===== src/rtl/data_cache_pkg.sv =====
// Shared definitions for the direct-mapped data cache: default sizes,
// address field widths and the controller state encoding.
package data_cache_pkg;

  localparam int DC_WORD_SIZE  = 16;
  localparam int DC_LINE_WORDS = 4;
  localparam int DC_NUM_LINES  = 4;

  // Address split: offset = addr[1:0], index = addr[3:2], tag = upper bits.
  localparam int OFFSET_W = 2;
  localparam int INDEX_W  = 2;
  localparam int DC_TAG_W = DC_WORD_SIZE - OFFSET_W - INDEX_W;

  typedef enum logic [1:0] {
    IDLE  = 2'd0,
    FILL  = 2'd1,
    WRITE = 2'd2
  } state_t;

endpackage


===== src/rtl/data_cache_array.sv =====
// Tag, valid and data storage for the direct-mapped cache. One combinational
// lookup port, one word write port and a line validate/invalidate port.
module cache_array #(
  parameter int WORD_SIZE  = 16,
  parameter int LINE_WORDS = 4,
  parameter int NUM_LINES  = 4,
  parameter int TAG_W      = 12,
  parameter int INDEX_W    = 2,
  parameter int OFFSET_W   = 2
) (
  input  logic                 clk,
  input  logic                 reset,
  input  logic [INDEX_W-1:0]   rd_index,
  input  logic [OFFSET_W-1:0]  rd_offset,
  output logic                 rd_valid,
  output logic [TAG_W-1:0]     rd_tag,
  output logic [WORD_SIZE-1:0] rd_data,
  input  logic                 wr_en,
  input  logic [INDEX_W-1:0]   wr_index,
  input  logic [OFFSET_W-1:0]  wr_offset,
  input  logic [WORD_SIZE-1:0] wr_data,
  input  logic                 line_set,
  input  logic                 line_clr,
  input  logic [INDEX_W-1:0]   line_index,
  input  logic [TAG_W-1:0]     line_tag
);

  logic [NUM_LINES-1:0] valid;
  logic [TAG_W-1:0]     tags [NUM_LINES];
  logic [WORD_SIZE-1:0] data [NUM_LINES][LINE_WORDS];

  // Valid bits are the only reset state; a line being refilled is invalid
  // until its last word lands.
  always_ff @(posedge clk or posedge reset) begin
    if (reset) begin
      valid <= '0;
    end else if (line_clr) begin
      valid[line_index] <= 1'b0;
    end else if (line_set) begin
      valid[line_index] <= 1'b1;
    end
  end

  // Tag is written together with the valid bit at the end of a fill.
  always_ff @(posedge clk) begin
    if (line_set) begin
      tags[line_index] <= line_tag;
    end
  end

  // Word writes from fill beats and write-through hits.
  always_ff @(posedge clk) begin
    if (wr_en) begin
      data[wr_index][wr_offset] <= wr_data;
    end
  end

  assign rd_valid = valid[rd_index];
  assign rd_tag   = tags[rd_index];
  assign rd_data  = data[rd_index][rd_offset];

endmodule


===== src/rtl/data_cache.sv =====
// Direct-mapped, write-through, no-write-allocate data cache controller.
// Read hits complete in the same cycle; misses fill a whole line word by
// word, then the stalled read is retried and hits.
module data_cache
  import data_cache_pkg::*;
#(
  parameter int WORD_SIZE  = DC_WORD_SIZE,
  parameter int LINE_WORDS = DC_LINE_WORDS,
  parameter int NUM_LINES  = DC_NUM_LINES
) (
  input  logic                 clk,
  input  logic                 reset,
  input  logic                 cpu_read,
  input  logic                 cpu_write,
  input  logic [WORD_SIZE-1:0] cpu_addr,
  input  logic [WORD_SIZE-1:0] cpu_wdata,
  output logic [WORD_SIZE-1:0] cpu_rdata,
  output logic                 cpu_ready,
  output logic                 mem_read,
  output logic                 mem_write,
  output logic [WORD_SIZE-1:0] mem_addr,
  output logic [WORD_SIZE-1:0] mem_wdata,
  input  logic [WORD_SIZE-1:0] mem_rdata,
  input  logic                 mem_ack,
  output logic [WORD_SIZE-1:0] hit_count,
  output logic [WORD_SIZE-1:0] miss_count
);

  localparam int TAG_W = WORD_SIZE - OFFSET_W - INDEX_W;

  state_t                state;
  logic [WORD_SIZE-1:0]  lat_addr;
  logic [WORD_SIZE-1:0]  lat_wdata;
  logic [OFFSET_W-1:0]   word_cnt;
  logic                  retry;

  logic [WORD_SIZE-1:0]  lk_addr;
  logic                  rd_valid;
  logic [TAG_W-1:0]      rd_tag;
  logic [WORD_SIZE-1:0]  rd_data;
  logic                  lk_hit;
  logic                  fill_last;
  logic                  req_read;
  logic                  arr_wr_en;
  logic [OFFSET_W-1:0]   arr_wr_offset;
  logic [WORD_SIZE-1:0]  arr_wr_data;
  logic                  arr_line_set;
  logic                  arr_line_clr;

  // In IDLE the lookup follows the live request; otherwise it follows the
  // latched request so the WRITE ack can decide hit/miss on a stable address.
  assign lk_addr   = (state == IDLE) ? cpu_addr : lat_addr;
  assign lk_hit    = rd_valid && (rd_tag == lk_addr[WORD_SIZE-1 -: TAG_W]);
  assign fill_last = (word_cnt == OFFSET_W'(LINE_WORDS - 1));
  // A simultaneous read and write is a write.
  assign req_read  = cpu_read && !cpu_write;

  assign arr_wr_en     = mem_ack && ((state == FILL) || ((state == WRITE) && lk_hit));
  assign arr_wr_offset = (state == FILL) ? word_cnt : lat_addr[OFFSET_W-1:0];
  assign arr_wr_data   = (state == FILL) ? mem_rdata : lat_wdata;
  assign arr_line_set  = (state == FILL) && mem_ack && fill_last;
  assign arr_line_clr  = (state == IDLE) && req_read && !lk_hit;

  cache_array #(
    .WORD_SIZE (WORD_SIZE),
    .LINE_WORDS(LINE_WORDS),
    .NUM_LINES (NUM_LINES),
    .TAG_W     (TAG_W),
    .INDEX_W   (INDEX_W),
    .OFFSET_W  (OFFSET_W)
  ) u_array (
    .clk       (clk),
    .reset     (reset),
    .rd_index  (lk_addr[OFFSET_W +: INDEX_W]),
    .rd_offset (lk_addr[OFFSET_W-1:0]),
    .rd_valid  (rd_valid),
    .rd_tag    (rd_tag),
    .rd_data   (rd_data),
    .wr_en     (arr_wr_en),
    .wr_index  (lat_addr[OFFSET_W +: INDEX_W]),
    .wr_offset (arr_wr_offset),
    .wr_data   (arr_wr_data),
    .line_set  (arr_line_set),
    .line_clr  (arr_line_clr),
    .line_index(lk_addr[OFFSET_W +: INDEX_W]),
    .line_tag  (lat_addr[WORD_SIZE-1 -: TAG_W])
  );

  // Controller FSM, request latches and statistics. Each access is counted
  // once: a miss on entry to FILL, and the retried read that follows the
  // fill completes that same access, so it is not counted again as a hit.
  always_ff @(posedge clk or posedge reset) begin
    if (reset) begin
      state      <= IDLE;
      lat_addr   <= '0;
      lat_wdata  <= '0;
      word_cnt   <= '0;
      retry      <= 1'b0;
      hit_count  <= '0;
      miss_count <= '0;
    end else begin
      case (state)
        IDLE: begin
          retry <= 1'b0;
          if (cpu_write) begin
            lat_addr  <= cpu_addr;
            lat_wdata <= cpu_wdata;
            state     <= WRITE;
          end else if (cpu_read) begin
            if (lk_hit) begin
              if (!retry) begin
                hit_count <= hit_count + WORD_SIZE'(1);
              end
            end else begin
              lat_addr   <= cpu_addr;
              word_cnt   <= '0;
              miss_count <= miss_count + WORD_SIZE'(1);
              state      <= FILL;
            end
          end
        end
        FILL: begin
          if (mem_ack) begin
            word_cnt <= word_cnt + OFFSET_W'(1);
            if (fill_last) begin
              retry <= 1'b1;
              state <= IDLE;
            end
          end
        end
        WRITE: begin
          if (mem_ack) begin
            state <= IDLE;
          end
        end
        default: state <= IDLE;
      endcase
    end
  end

  // Outputs decode from the registered state; everything is forced to zero
  // while reset is high so a reset mid-transfer drops requests immediately.
  always_comb begin
    cpu_ready = 1'b0;
    cpu_rdata = '0;
    mem_read  = 1'b0;
    mem_write = 1'b0;
    mem_addr  = '0;
    mem_wdata = '0;
    if (!reset) begin
      cpu_rdata = rd_data;
      case (state)
        IDLE: begin
          cpu_ready = !cpu_write && !(req_read && !lk_hit);
        end
        FILL: begin
          mem_read = 1'b1;
          mem_addr = {lat_addr[WORD_SIZE-1:OFFSET_W], word_cnt};
        end
        WRITE: begin
          mem_write = 1'b1;
          mem_addr  = lat_addr;
          mem_wdata = lat_wdata;
          cpu_ready = mem_ack;
        end
        default: ;
      endcase
    end
  end

endmodule


===== config.mk =====
export PLATFORM = sky130hd
export DESIGN_NAME = data_cache
export DESIGN_NICKNAME = d
export VERILOG_FILES = /design/src/rtl/data_cache_pkg.sv /design/src/rtl/data_cache_array.sv /design/src/rtl/data_cache.sv
export SDC_FILE = /design/constraint.sdc
export NUM_CORES = 1
export LEC_CHECK = 0
export CAP_MARGIN = 20
export CORE_MARGIN = 2
export CORE_UTILIZATION = 62
export CTS_CLUSTER_DIAMETER = 40
export DETAILED_ROUTE_END_ITERATION = 7
export HOLD_SLACK_MARGIN = 0.08
export PLACE_DENSITY_LB_ADDON = 0.08
export SYNTH_ARGS = -nofsm -noshare
export SYNTH_HDL_FRONTEND = slang
export SYNTH_SLANG_ARGS = --single-unit

===== constraint.sdc =====
create_clock -name clk -period 11.9 [get_ports clk]
set_clock_uncertainty 0.1 [all_clocks]
set_input_delay 1.19 -clock clk [delete_from_list [all_inputs] [get_ports clk]]
set_output_delay 1.19 -clock clk [all_outputs]
set_load 0.005 [all_outputs]

# After elaboration in Yosys (flattened, before gate mapping)
# Memory sizes are Yosys's and may differ from the RTL's.
# Cells that the tools add are included.
# totals
reg_bits	73
ram_bits	304
output_inout_bits	83
elab_cells	113
memories	2
# mem_list
name	depth	word_bits	read_ports	rd_clocked_by_memory_dff	wr	line_no	text
u_array.data	4	64	1	0	1	data_cache_array.sv:30	logic [WORD_SIZE-1:0] data [NUM_LINES][LINE_WORDS];
u_array.tags	4	12	1	0	1	data_cache_array.sv:29	logic [TAG_W-1:0] tags [NUM_LINES];
# op_classes
n_addsub	3
n_lt_le_gt_ge	5
eq_ne	13
muxes	47
bitwise	8
reduce_logical	27
# op_table
cell	count
16-bit two-way mux	12
64-bit two-way mux	1
16-bit by 1-bit adder with 16-bit output (second input constant)	2
16-bit binary-select mux with 2-bit select	1
16-bit demux with 2-bit select	1
16-bit case mux with 2 select lines	1
2-bit two-way mux	11
5-bit AND reduction	3
2-bit != test (second input constant)	7
12-bit equality test	1
1-bit logical AND	12
1-bit two-way mux	12
4-bit two-way mux	2
3-bit >= comparator (second input constant)	2
3-bit != test (second input constant)	2
2-bit inverter with 3-bit output	2
2-bit case mux with 3 select lines	1
3-bit AND reduction	2
2-bit nonzero test	3
4-bit AND	1
2-bit equality test (second input constant)	2
4-bit inverter	1
4-bit OR	1
1-bit case mux with 2 select lines	2
14 further kinds	18

# Logic depth before layout (Yosys ltp)
# depth
word_depth	11
mapped_depth	15

# Hierarchy
# From an unflattened synthesis, not the netlist that was laid out.
# hier_totals
hier_cells	869
hier_area_um2	15683.8
# modules_own_cells
mod	instances	cells_each	area_per_inst_um2	seq_area_each_um2
cache_array	1	500	11663.7	9228.9
data_cache	1	369	4020.1	1726.7

# Worst setup path after synthesis
# OpenSTA, ideal clock, no wires.
# synth_path
kind	input-to-output
start	input reset
end	output mem_wdata[15]
arrival_time_ns	4.019
required_time_ns	10.610
slack_ns	6.591
path_stages	3
path_buffers	1
path_cell_list	inv_1 clkbuf_1 and3_1
# synth_via
elab_chain_len	1
# synth_lines
element	line_no	text
start, declared	data_cache.sv:12	input logic reset,
16-bit two-way mux	data_cache.sv:150	if (!reset) begin
end, declared	data_cache.sv:22	output logic [WORD_SIZE-1:0] mem_wdata,
# Every way passes these cells.

# Worst setup path in the final report
# layout_path
start	input cpu_addr[3]
end	output cpu_ready
# layout_via
elab_chain_len	10
elab_cells_between_ends	12
classes_between	eq/ne: 1; mux: 5; reduce/logical: 5; memory: 1
# layout_lines
element	line_no	text
start, declared	data_cache.sv:15	input logic [WORD_SIZE-1:0] cpu_addr,
16-bit two-way mux (*)	data_cache.sv:52	assign lk_addr = (state == IDLE) ? cpu_addr : lat_addr;
memory 4 x 12 bit or 1-bit binary-select mux with 2-bit select (tied branches)	-	
12-bit equality test or 1-bit two-way mux (tied branches)	data_cache.sv:53, data_cache_array.sv:58	
1-bit logical AND (*)	data_cache.sv:53	assign lk_hit = rd_valid && (rd_tag == lk_addr[WORD_SIZE-1 -: TAG_W]);
1-bit zero test (*)	data_cache.sv:154	cpu_ready = !cpu_write && !(req_read && !lk_hit);
1-bit logical AND (*)	data_cache.sv:154	
1-bit zero test (*)	data_cache.sv:154	
1-bit logical AND (*)	data_cache.sv:154	
1-bit case mux with 2 select lines (*)	data_cache.sv:152	case (state)
1-bit two-way mux (*)	data_cache.sv:150	
end, declared	data_cache.sv:18	output logic cpu_ready,
# Mark *: on every way between the ends. The rest lies on a longest branch, timed or not. The select of a mux whose other input is x is not followed.

==> flow_metrics.py <==
metrics = {
    "yosys": {
        "yosysWarnings": 0,
        "synthesis.instances": 953,
        "fraction_of_the_yosys_area_taken_by_sequential_cells_pct": 68.2,
        "synth.cell_area_sq_um": 16100,
        "synthDominantCellAreaShare_pct": 56.8,
        "synth-async-reset-ratio_pct": 19.4,
        "synth-seq-cells": 377,
        "synth-edff-count": 304,
        "ys_top_cells_by_area": "edfxtp_1 (57%), dfrtp_1 (11%), mux4_2 (9.0%)",
        "ys_dominant_reg_cell": "edfxtp_1",
        "syn_avg_cell_area_sq_um": 16.9,
        "netlist.top_cell.by_area": "edfxtp_1",
        "synth_fp_nets": 1012,
        "synthDistinctLibCells": 62,
    },
    "placed_design": {
        "numPortBuffers": 135,
        "placed_cells_incl_taps": 1386,
        "gpl.final_weighted_congestion": 0.907,
        "hpwl_um": 21600,
    },
    "detailed_routing": {
        "post-route-drc-count": 0,
        "first_iter_violations": 998,
        "totalWireLength_um": 36500,
        "num_vias": 9274,
        "detailed_routing_iteration_count_for_the_pre_antenna_repair_pass": 7,
        "remaining_number_of_nets_flagged_by_the_antenna_check_after_routing": 0,
        "routedWlPerCell_um": 24.9,
        "detail_route.vias_per_cell": 6.31,
    },
    "timing": {
        "setup_total_negative_slack_ps": 0,
        "timing.max_slew.rel_slack_pct": 30.0,
        "worstMarginPinSlew_ps": 1050,
        "final_period_minus_worst_setup_slack_ps": 6510,
        "max_freq_mhz": 154,
        "final.period_utilization_pct": 54.7,
        "rsz0062_at_grt": "false",
        "hold_violations": 0,
        "report.final.setup_viol": 0,
        "final-max-slew-violation-count": 0,
    },
    "clock_network": {
        "cts.repair.resized": 0,
        "post-cts-setup-buffers": 0,
        "ctsHtreeMaxLevel": 2,
        "clock_tree.buffer_depth": 3,
        "cts_hold_buffers": 0,
        "clkTransAtPathRegs_ps": 50,
        "cts_num_sinks": 377,
        "clock_latency_ps": 530,
        "cts_buffers": 43,
        "tritoncts_clock_tree": "done",
        "clk_root_buffer_cell": "clkbuf_16",
    },
    "global_route": {
        "grt.total_usage_pct": 27.4,
        "first_global_vias": 9516,
        "grt_overflow": 0,
        "grt_start_max_net_pins": 71,
        "grt_first_pass_wirelength_um": 54900,
        "antenna_found_initial": 0,
    },
    "floorplan": {
        "ios": 136,
        "initial_core_utilization_pct": 63.5,
        "die_wd_um": 165,
        "die-height_um": 165,
        "core-area_sq_um": 25300,
        "std_cell_rows": 58,
        "fp.dieArea_sq_um": 27200,
    },
    "min_path": {
        "worstHoldPathCells": 1,
        "hold_path.startpoint": "miss_count[15]",
        "worstHoldPathType": "reg2reg",
        "hold_path_end": "miss_count[15]",
    },
    "pwr": {
        "power_density_nw_per_um2": 239,
        "p_int_w": 0.00317,
        "combPwrFrac_pct": 32.3,
        "net-switching-power_w": 0.00145,
        "peak_vdd_ir_mv": 0.191,
        "share_seq_of_total_power_pct": 39.6,
        "sw_frac_of_total_pct": 31.4,
        "cellLeakagePower_nw": 6.77,
        "pwr-share-clk_pct": 28.1,
    },
    "critical_path": {
        "critical_path.reg2reg.startpoint": "state[0]",
        "critPathArrivalTime_ps": 5220,
        "worstPathMaxFanout": 70,
        "critical_path_end_type": "output pin",
        "regToRegSetupSlack_ps": 6300,
        "rr_endpoint": "u_array.data[3][57]",
        "crit_type": "in2out",
        "r2r_worst_path_depth": 14,
        "crit_required_ps": 10610,
        "worstSetupStartpointType": "input port",
    },
    "cells_and_area": {
        "instances_no_fill": 1470,
        "fin_util_pct": 76.4,
        "drive_gt1_share_pct": 21.1,
        "area_delta_synth_final_pct": 20.3,
        "antenna_cells": 0,
        "final_net_count": 1167,
    },
    "flow_run": {
        "drv.max_cap_violation_count": 0,
    },
    "outcome": {
        "status": "finished, final reports clean",
    },
}
==> synth_stat cells, types with 10 or more instances <==
cell and number:
a211oi_1 32, and2_1 18, and3_1 27, and4_1 12, buf_2 11, clkbuf_1 28
dfrtp_1 73, edfxtp_1 304, inv_1 10, mux2_2 45, mux2i_1 36, mux4_2 64
nand2_1 26, nand3_1 20, nand4_1 10, nor2_1 40, nor2b_1 18, o21ai_0 24
xnor2_1 18, xor2_1 23
==> sequential cells by signal (all words and copies together), names as in the netlist, named ones only <==
register	cells
word_cnt	2
lat_wdata	16
state	2
retry	1
u_array.data	256
lat_addr	16
hit_count	16
miss_count	16
u_array.tags	48
==> stage by stage <==
stage / total power [W] / cell area (sq um) / worst slack, ps / hold WS (ps)
2_1_floorplan: 0.00285 / 16100 / 6590 / 359
3_3_place_gp: 0.00329 / 17800 / 5470 / 361
3_5_place_dp: 0.00332 / 17800 / 5390 / 357
4_1_cts: 0.00462 / 19200 / 5330 / 376
5_1_grt: 0.00483 / 19300 / 5250 / 390
6_report: 0.00462 / 19300 / 5390 / 373
==> critical path: stages <==
cell and delay [ps]:
clkdlybuf4s50_1 710, mux2i_4 260, buf_4 830, mux2i_1 230, a32oi_1 270, o2111ai_1 170
nor4_2 310, nand4_2 300, nand2_1 180, a22oi_1 70, nor2_1 130, clkdlybuf4s50_1 530
==> layer usage <==
metal / track usage [%] / routed length (um) / vias to the layer above
li1: - / - / 4076
met1: 37.5 / 14500 / 4715
met2: 45.9 / 18600 / 414
met3: 4.87 / 2590 / 69
met4: 8.14 / 865 / 0
met5: 0 / 0 / -
==> power by group through the flow <==
| stage | registers, W | logic, W | clock network, W |
|---|---|---|---|
| after floorplan | 0.00181 | 0.00104 | 0 |
| after global placement | 0.00184 | 0.00145 | 0 |
| after detailed placement | 0.00185 | 0.00147 | 0 |
| after CTS | 0.00183 | 0.00149 | 0.00131 |
| after global routing | 0.00184 | 0.00161 | 0.00137 |
| final | 0.00183 | 0.00149 | 0.00130 |
==> placed cells by master (no fill, tap or decap), types with 10 or more instances in the layout <==
master	Yosys	routed
buf_4	7	21
mux2i_1	36	34
nor2b_1	18	18
edfxtp_1	304	304
nor2_1	40	24
a211oi_1	32	32
and4_1	12	12
xnor2_1	18	18
nor2_2	0	16
xor2_1	23	23
mux2_2	45	45
and3_1	27	27
mux4_2	64	64
and2_1	18	18
dfrtp_1	73	73
nand3_1	20	20
o21ai_0	24	24
clkdlybuf4s50_1	0	135
nand4_1	10	10
nand2_1	26	26
clkbuf_16	0	43
==> final cells by class <==
type                    count  area (sq um)
clock buffers              48          1090
well taps                 330           413
clock inverters            29           295
fillers                  1515          5990
inverters                  11          42.5
repair buffers            166          1680
flip-flops and latches    377         11000
multi-input cells         509          4860
==> cell families (layout without fill, tap and decap cells) <==
family / count (synthesis) / count (layout) / share of synthesized area, %
XOR/XNOR: 41 / 41 / 2.23
buffers and inverters: 67 / 254 / 2.05
flip-flops: 377 / 377 / 68.2
adder cells (fa/ha/maj): 6 / 6 / 0.467
multiplexers: 156 / 156 / 15.3
AO/OA/AOI/OAI: 102 / 102 / 4.49
AND/OR/NAND/NOR: 204 / 204 / 7.32
==> worst max-delay path by stage <==
| stage | start | end | slack, ps | depth (start not counted) |
|---|---|---|---|---|
| 2_1_floorplan | reset | mem_wdata[15] | 6590 | 3 |
| 3_3_place_gp | cpu_addr[2] | cpu_rdata[2] | 5470 | 9 |
| 3_5_place_dp | cpu_addr[2] | cpu_rdata[2] | 5390 | 9 |
| 4_1_cts | cpu_addr[2] | cpu_rdata[2] | 5330 | 9 |
| 5_1_grt | cpu_addr[3] | cpu_ready | 5250 | 12 |
| 6_report | cpu_addr[3] | cpu_ready | 5390 | 12 |
Power figures use the tool's default switching activity.
